--- src/rtl/universal_reg_bank.sv ---
`default_nettype none
// ============================================================================
// universal_reg_bank: register bank with CLR/LD/INC/DEC and bit-serial
// shift/rotate commands that take one clock per bit.          Rev 1.0
// ============================================================================
module universal_reg_bank #(
    parameter int  DATA_WIDTH = 16,
    parameter int  NUM_REGS   = 4,
    parameter int  SAT_MODE   = 0,
    localparam int ADDR_W     = (NUM_REGS > 1) ? $clog2(NUM_REGS) : 1,
    localparam int AMT_W      = $clog2(DATA_WIDTH) + 1
) (
    input  logic                  clk,
    input  logic                  rst_n,
    input  logic                  cmd_valid,
    output logic                  cmd_ready,
    input  logic [3:0]            cmd_op,
    input  logic [ADDR_W-1:0]     cmd_addr,
    input  logic [DATA_WIDTH-1:0] cmd_data,
    input  logic [AMT_W-1:0]      cmd_amt,
    input  logic                  cmd_fill,
    input  logic [ADDR_W-1:0]     rd_addr,
    output logic [DATA_WIDTH-1:0] rd_data,
    output logic                  busy,
    output logic                  done,
    output logic                  flag_z,
    output logic                  flag_c
);
    localparam logic [3:0] OP_CLR = 4'd1;
    localparam logic [3:0] OP_LD  = 4'd2;
    localparam logic [3:0] OP_INC = 4'd3;
    localparam logic [3:0] OP_DEC = 4'd4;
    localparam logic [3:0] OP_SHR = 4'd5;
    localparam logic [3:0] OP_SHL = 4'd6;
    localparam logic [3:0] OP_ROR = 4'd7;
    localparam logic [3:0] OP_ROL = 4'd8;
    localparam logic [3:0] OP_ASR = 4'd9;

    localparam logic [AMT_W-1:0] MAX_AMT = AMT_W'(DATA_WIDTH);
    localparam logic [AMT_W-1:0] ONE_AMT = AMT_W'(1);
    localparam logic [ADDR_W:0]  REG_CNT = (ADDR_W + 1)'(NUM_REGS);

    typedef enum logic [0:0] {IDLE = 1'b0, SHIFT = 1'b1} state_t;

    state_t                state, state_next;
    logic [DATA_WIDTH-1:0] regs [NUM_REGS];
    logic [AMT_W-1:0]      cnt;
    logic [3:0]            sh_op;
    logic [ADDR_W-1:0]     sh_addr;
    logic                  sh_fill;

    logic [DATA_WIDTH-1:0] cmd_cur, sh_cur, wr_val, inc_val, dec_val;
    logic [ADDR_W-1:0]     wr_addr;
    logic [AMT_W-1:0]      amt_c;
    logic                  cmd_ok, sh_ok, inc_c, dec_b;
    logic                  wr_en, fl_en, c_new, z_new, done_set, start_shift;

    function automatic logic [DATA_WIDTH-1:0] step_val(input logic [3:0] op,
                                                       input logic [DATA_WIDTH-1:0] r,
                                                       input logic fill);
        case (op)
            OP_SHR:  return {fill, r[DATA_WIDTH-1:1]};
            OP_SHL:  return {r[DATA_WIDTH-2:0], fill};
            OP_ROR:  return {r[0], r[DATA_WIDTH-1:1]};
            OP_ROL:  return {r[DATA_WIDTH-2:0], r[DATA_WIDTH-1]};
            OP_ASR:  return {r[DATA_WIDTH-1], r[DATA_WIDTH-1:1]};
            default: return r;
        endcase
    endfunction

    // Bit leaving the register on one step: MSB for left moves, LSB otherwise.
    function automatic logic step_out(input logic [3:0] op, input logic [DATA_WIDTH-1:0] r);
        return (op == OP_SHL || op == OP_ROL) ? r[DATA_WIDTH-1] : r[0];
    endfunction

    always_comb begin
        cmd_cur = '0;
        sh_cur  = '0;
        rd_data = '0;
        for (int i = 0; i < NUM_REGS; i++) begin
            if (cmd_addr == ADDR_W'(i)) cmd_cur = regs[i];
            if (sh_addr  == ADDR_W'(i)) sh_cur  = regs[i];
            if (rd_addr  == ADDR_W'(i)) rd_data = regs[i];
        end
    end

    assign cmd_ok = {1'b0, cmd_addr} < REG_CNT;
    assign sh_ok  = {1'b0, sh_addr} < REG_CNT;
    assign amt_c  = (cmd_amt > MAX_AMT) ? MAX_AMT : cmd_amt;

    assign {inc_c, inc_val} = (SAT_MODE != 0 && cmd_cur == '1) ? {1'b1, cmd_cur}
                                                               : {1'b0, cmd_cur} + (DATA_WIDTH + 1)'(1);
    assign dec_b   = (cmd_cur == '0);
    assign dec_val = (SAT_MODE != 0 && dec_b) ? '0 : cmd_cur - DATA_WIDTH'(1);

    always_comb begin
        state_next  = state;
        wr_en       = 1'b0;
        wr_addr     = cmd_addr;
        wr_val      = cmd_cur;
        fl_en       = 1'b0;
        c_new       = 1'b0;
        done_set    = 1'b0;
        start_shift = 1'b0;
        if (state == SHIFT) begin
            wr_addr = sh_addr;
            wr_en   = sh_ok;
            wr_val  = step_val(sh_op, sh_cur, sh_fill);
            c_new   = step_out(sh_op, sh_cur);
            if (cnt == ONE_AMT) begin
                done_set   = 1'b1;
                fl_en      = sh_ok;
                state_next = IDLE;
            end
        end else if (cmd_valid) begin
            done_set = 1'b1;
            case (cmd_op)
                OP_CLR: begin wr_en = cmd_ok; fl_en = cmd_ok; wr_val = '0;       end
                OP_LD:  begin wr_en = cmd_ok; fl_en = cmd_ok; wr_val = cmd_data; end
                OP_INC: begin wr_en = cmd_ok; fl_en = cmd_ok; wr_val = inc_val; c_new = inc_c; end
                OP_DEC: begin wr_en = cmd_ok; fl_en = cmd_ok; wr_val = dec_val; c_new = dec_b; end
                OP_SHR, OP_SHL, OP_ROR, OP_ROL, OP_ASR: begin
                    fl_en = cmd_ok;
                    if (amt_c != '0) begin
                        wr_en  = cmd_ok;
                        wr_val = step_val(cmd_op, cmd_cur, cmd_fill);
                        c_new  = step_out(cmd_op, cmd_cur);
                        // The first step happens here; the rest are run from SHIFT.
                        if (amt_c != ONE_AMT) begin
                            start_shift = 1'b1;
                            done_set    = 1'b0;
                            fl_en       = 1'b0;
                            state_next  = SHIFT;
                        end
                    end
                end
                default: ;
            endcase
        end
    end

    assign z_new     = (wr_val == '0);
    assign cmd_ready = (state == IDLE);
    assign busy      = (state == SHIFT);

    always_ff @(posedge clk or negedge rst_n) begin
        if (!rst_n) state <= IDLE;
        else        state <= state_next;
    end

    always_ff @(posedge clk or negedge rst_n) begin
        if (!rst_n) begin
            for (int i = 0; i < NUM_REGS; i++) regs[i] <= '0;
            flag_z  <= 1'b0;
            flag_c  <= 1'b0;
            done    <= 1'b0;
            cnt     <= '0;
            sh_op   <= '0;
            sh_addr <= '0;
            sh_fill <= 1'b0;
        end else begin
            done <= done_set;
            for (int i = 0; i < NUM_REGS; i++) begin
                if (wr_en && wr_addr == ADDR_W'(i)) regs[i] <= wr_val;
            end
            if (fl_en) begin
                flag_z <= z_new;
                flag_c <= c_new;
            end
            if (start_shift) begin
                cnt     <= amt_c - ONE_AMT;
                sh_op   <= cmd_op;
                sh_addr <= cmd_addr;
                sh_fill <= cmd_fill;
            end else if (state == SHIFT) begin
                cnt <= cnt - ONE_AMT;
            end
        end
    end
endmodule
`default_nettype wire

--- config.mk ---
export PLATFORM = sky130hd
export DESIGN_NAME = universal_reg_bank
export DESIGN_NICKNAME = d
export VERILOG_FILES = /design/src/rtl/universal_reg_bank.sv
export SDC_FILE = /design/constraint.sdc
export NUM_CORES = 1
export LEC_CHECK = 0
export BUFFER_PORTS_ARGS = -buffer_cell sky130_fd_sc_hd__buf_2
export CORE_AREA = 10 10 109 149
export DETAILED_ROUTE_END_ITERATION = 10
export DIE_AREA = 0 0 119 159
export PLACE_DENSITY = 0.67
export SLEW_MARGIN = 20
export SYNTH_ARGS = -nofsm -noshare
export SYNTH_HDL_FRONTEND = slang
export SYNTH_SLANG_ARGS = --single-unit
--- constraint.sdc ---
create_clock -name clk -period 5.1 [get_ports clk]
set_clock_uncertainty 0.1 [all_clocks]
set_input_delay 0.255 -clock clk [delete_from_list [all_inputs] [get_ports clk]]
set_output_delay 0.255 -clock clk [all_outputs]
set_load 0.05 [all_outputs]
======== Yosys cells after proc, flatten, opt, wreduce, memory -nomap -nowiden ========
Cells that the tools add are included.
storage, ports and cells
  bits in registers ....................... 80
operators by class
  add/sub/neg operators ................... 4
  order comparisons ....................... 1
  equal/unequal tests ..................... 28
  muxes and demuxes ....................... 48
  bitwise logic cells ..................... 1
  reduce and logical (&&, ||, !) cells .... 16
operators by type and width
  kind                   number
  $mux 16                15
  $pmux 16 s5            3
  $logic_not 16->1       2
  $eq 4x3->1 const B     7
  $mux 1                 23
  $add 16x1->17 const B  1
  $eq 2x2->1 const B     8
  $eq 4x4->1 const B     4
  $sub 16x1->16 const B  1
  $mux 5                 3
  $sub 5x1->5 const B    2
  $eq 2x1->1 const B     4
  $eq 4x2->1 const B     2
  $logic_not 2->1        4
  $eq 5x1->1 const B     1
  $gt 5x5->1 const B     1
  $ne 5x1->1 const B     1
  $reduce_bool 5->1      1
  $reduce_or 5->1        1
  $eq 4x1->1 const B     1
  $logic_and 1x1->1      4
  $pmux 1 s2             2
  $reduce_or 4->1        1
  $pmux 1 s3             1
  4 further kinds        5

======== Longest topological paths before layout ========
  depth in word-level cells ............... 11
  depth in mapped cells ................... 15
  mapped depth without buffers ............ 12

======== Worst setup path before layout ========
No wires, ideal clock.
  kind .................................... input to register
  start point ............................. in cmd_addr[0]
  end point ............................... reg flag_z
  library setup time ...................... 0.122 ns
  arrival time ............................ 3.087 ns
  required time ........................... 4.878 ns
  slack ................................... 1.791 ns
  cell stages on the path ................. 15
  cell sequence ........................... buf_6 > buf_6 > mux4_2 > buf_2 > inv_1 > ha_1 > nor2b_1 > a2bb2oi_1 > nor4_1 > a31oi_1 > or2_0 > a21oi_1 > o31a_1 > nor3_1 > a32o_1
on the way
  longest elaborated chain between the ends .. 11
  elaborated cells between the ends (all ways) .. 16
  those cells by class .................... add/sub: 2; eq/ne: 3; mux: 9; reduce/logical: 2
RTL lines
  item                                                   line  source
  start: declaration                                     18    input logic [ADDR_W-1:0] cmd_addr,
  $logic_not 2->1                                        81    if (cmd_addr == ADDR_W'(i)) cmd_cur = regs[i];
  $mux 16 (3 in series)                                  81
  $mux 16 (*)                                            81
  branches (longest 3 deep; another with $sub 16x1->16)  n/a
  $mux 16 (*)                                            115   end else if (cmd_valid) begin
  $mux 16 (*)                                            105   if (state == SHIFT) begin
  $logic_not 16->1 (*)                                   142   assign z_new = (wr_val == '0);
  end signal: assignment                                 167   flag_z <= z_new;
  end: declaration                                       26    output logic flag_z,
Mark *: on every way between the ends.
A chain may end at the register's enable or synchronous reset.

======== Worst setup path after layout ========
Same ends and word-level chain as after synthesis.

==> flow_summary.ini <==
[global_routing]
antenna_found_initial = 0
grtUsageTotal = 0.228
grt_max_degree = 74
grt_pass1_wl_microns = 34900
gr-total-overflow = 0
grt_pass1_vias = 6184

[finish]
multiInputGateArea_sq_um = 4330
fin_nets = 741
drive_above_1_share = 0.305
layout_commonest_cell = dfrtp_1
n_antenna_cell = 0
instances_no_fill = 888
mostFrequentLayoutCells = dfrtp_1 (80), nand2_1 (72), mux2_2 (59)
syn2layout_area_growth_pct = 11.9
regArea_sq_um = 2000
n_fill_cell = 1219

[setup_path]
r2r_cells = 12
crit_slowest_cell = mux4_2
slowest_delay_ps = 730
crit_arrival_ps = 4110
cp_data_required_time_ps = 5240
path_class = input port to flop
crit_path_max_fanout = 22
r2r_start = regs[16]$_DFFE_PN0P_
worstSetupStartpointType = input port
crit_chain = buf_2 > mux4_2 > inv_1 > ha_1 > nor2b_1 > a2bb2oi_1 > nor4_1 > nand2_1 > a21oi_1 > o21ai_0 > a31oi_1 > nor4_2 > a32o_1
reg2reg_to = flag_z$_DFFE_PN0P_
critPathCaptureType = flop
cp_num_buf_inv = 2
r2r_setup_slack_ps = 1290
critPathTopFamily = compound AO/OA/AOI/OAI gates

[yosys]
synth_compound_area_frac = 0.200
ys_seq_area_frac = 0.303
synth_top_family_by_area = multiplexers
ys_seq_elements = 80
synthSimpleGateAreaFrac = 0.148
ys_async_sr_fraction = 1.00
yosys_warnings = 0
synthCells = 670
ys_types = 72
synth_xor_area_frac = 0.0106
synth_mux_area_frac = 0.278
synth_area_per_cell_sq_um = 9.86
synth_enable_flop_cells = 0
synth_top_flop_cell = dfrtp_1
synthesis.nets = 710
synthesis.area_sq_um = 6610
synth_fa_ha_area_frac = 0.0133

[die]
std_cell_rows = 50
io_pins = 54
die_area_sq_um = 18900
die_w_microns = 119
fp.coreArea_sq_um = 13400
die_h_microns = 159
start_util = 0.493

[cts]
tritoncts = done
postCtsSetupBuffers = 0
cts_root_buf = clkbuf_16
post_cts_resized = 0
tritoncts.num_buffers = 9
cts.clk_slew.worst_paths_ps = 70
clock_path_buffers = 2
htree_num_levels = 3
cts_hold_buf = 1
insertion_delay_ps = 340
clock-sinks = 80

[sta]
tns_ps = 0
rsz0062_at_grt = no
finalHoldViolations = 0
worstMarginPinSlew_ps = 963
period_share = 0.779
setup_viol = 0
timing.final.crit_period_ps = 3970
maxSlewHeadroom = 0.358
fmax_mhz = 252
slew_viol_final = 0

[pwr]
total_power_mw = 5.32
pwr_density_cell_nw_per_um2 = 720
p_leak_nw = 2.88
ir_drop_mv = 0.392

[routing]
detail_route.wl_per_cell_microns = 24.7
totalWireLength_microns = 22000
firstDrtPassIters = 5
postRouteAntennaNets = 0
drcViolationCount = 0
drt_first_iter_violations = 670
vias_per_cell = 6.95
num_vias = 6175

[flow_run]
max_cap_violations = 0

[worst_hold_path]
min_path_cells = 3
min_to = sh_fill$_DFFE_PN0P_
hp-start = cmd_fill
hold_path.class = input port to flop

[placement]
placedCellCount = 871
port-buffer-count = 53
dp_hpwl_microns = 15900
gp_congestion = 0.951

[status]
status = finished clean
[worst max-delay path by stage]
stage,start,to,slack (ps),depth (start not counted)
6_report,cmd_addr[0],flag_z$_DFFE_PN0P_,1130,13
5_1_grt,cmd_addr[0],flag_z$_DFFE_PN0P_,830,13
4_1_cts,cmd_addr[0],flag_z$_DFFE_PN0P_,1150,13
3_5_place_dp,cmd_addr[0],flag_z$_DFFE_PN0P_,840,13
3_3_place_gp,cmd_addr[0],flag_z$_DFFE_PN0P_,980,13
2_1_floorplan,cmd_addr[0],flag_z$_DFFE_PN0P_,1790,15
[per-layer routing]
metal | track usage | up-vias | share of wire
li1 | - | 2668 | -
met4 | 0.112 | 0 | 0.041
met3 | 0.0337 | 62 | 0.068
met1 | 0.281 | 3086 | 0.39
met5 | 0 | - | 0
met2 | 0.378 | 359 | 0.50
[where the power goes]
group          total [mW]  internal (mW)  switching [mW]
Combinational        3.33           1.36            1.96
Clock               0.701          0.410           0.291
Sequential           1.29          0.966           0.326
Total                5.32           2.74            2.58
[cells in the mapped netlist (9+ instances only)]
cell	number	area (sq um)
mux2_2	59	664
nand3_1	14	70.1
a21oi_1	38	190
nor3_1	15	75.1
inv_1	20	75.1
mux2i_1	9	90.1
a31oi_1	12	75.1
o31ai_1	9	67.6
a22oi_1	15	113
clkbuf_1	40	150
mux4_2	48	1080
nor2_1	27	101
nand2_1	72	270
dfrtp_1	80	2000
o21ai_0	36	180
a221oi_1	14	123
[state kept, by name, summed over array words and instances (netlist names)]
signal	cells
done	1
cnt	5
regs	64
sh_op	4
sh_addr	2
flag_z	1
sh_fill	1
busy	1
flag_c	1
[worst register-to-register path, cell delays in order (launching register included)]
cell,delay [ps]
dfrtp_1,420
mux4_2,620
inv_1,100
ha_1,180
nor2b_1,140
a2bb2oi_1,160
nor4_1,690
nand2_1,110
a21oi_1,130
o21ai_0,90
a31oi_1,550
nor4_2,120
a32o_1,280
[cell type report]
type / count / share of cell area
inverter: 20 / 0.0102
clock buffer: 11 / 0.0342
timing repair buffer: 76 / 0.0599
sequential: 80 / 0.271
multi-input combinational: 514 / 0.585
clock inverter: 5 / 0.00847
tap: 182 / 0.0308
[stage by stage]
step           hold WS (ps)  instance area [sq um]  setup slack (ps)  utilization
2_1_floorplan          -141                   6610              1790            -
3_3_place_gp          -15.4                   7060               981        0.528
3_5_place_dp          -15.7                   7060               836        0.528
4_1_cts                 104                   7390              1150        0.552
5_1_grt                 106                   7390               833        0.552
6_report                109                   7390              1130        0.552
[cell families after synthesis]
| kind of cell | after synthesis |
|---|---|
| adders and majority gates | 7 |
| and+or+nand+nor | 191 |
| DFF | 80 |
| xor gates and xnor gates | 8 |
| muxes | 116 |
| buffers and inverters | 76 |
| AOI/OAI and AO/OA | 192 |
No activity file was read; power rests on OpenSTA's default activity.
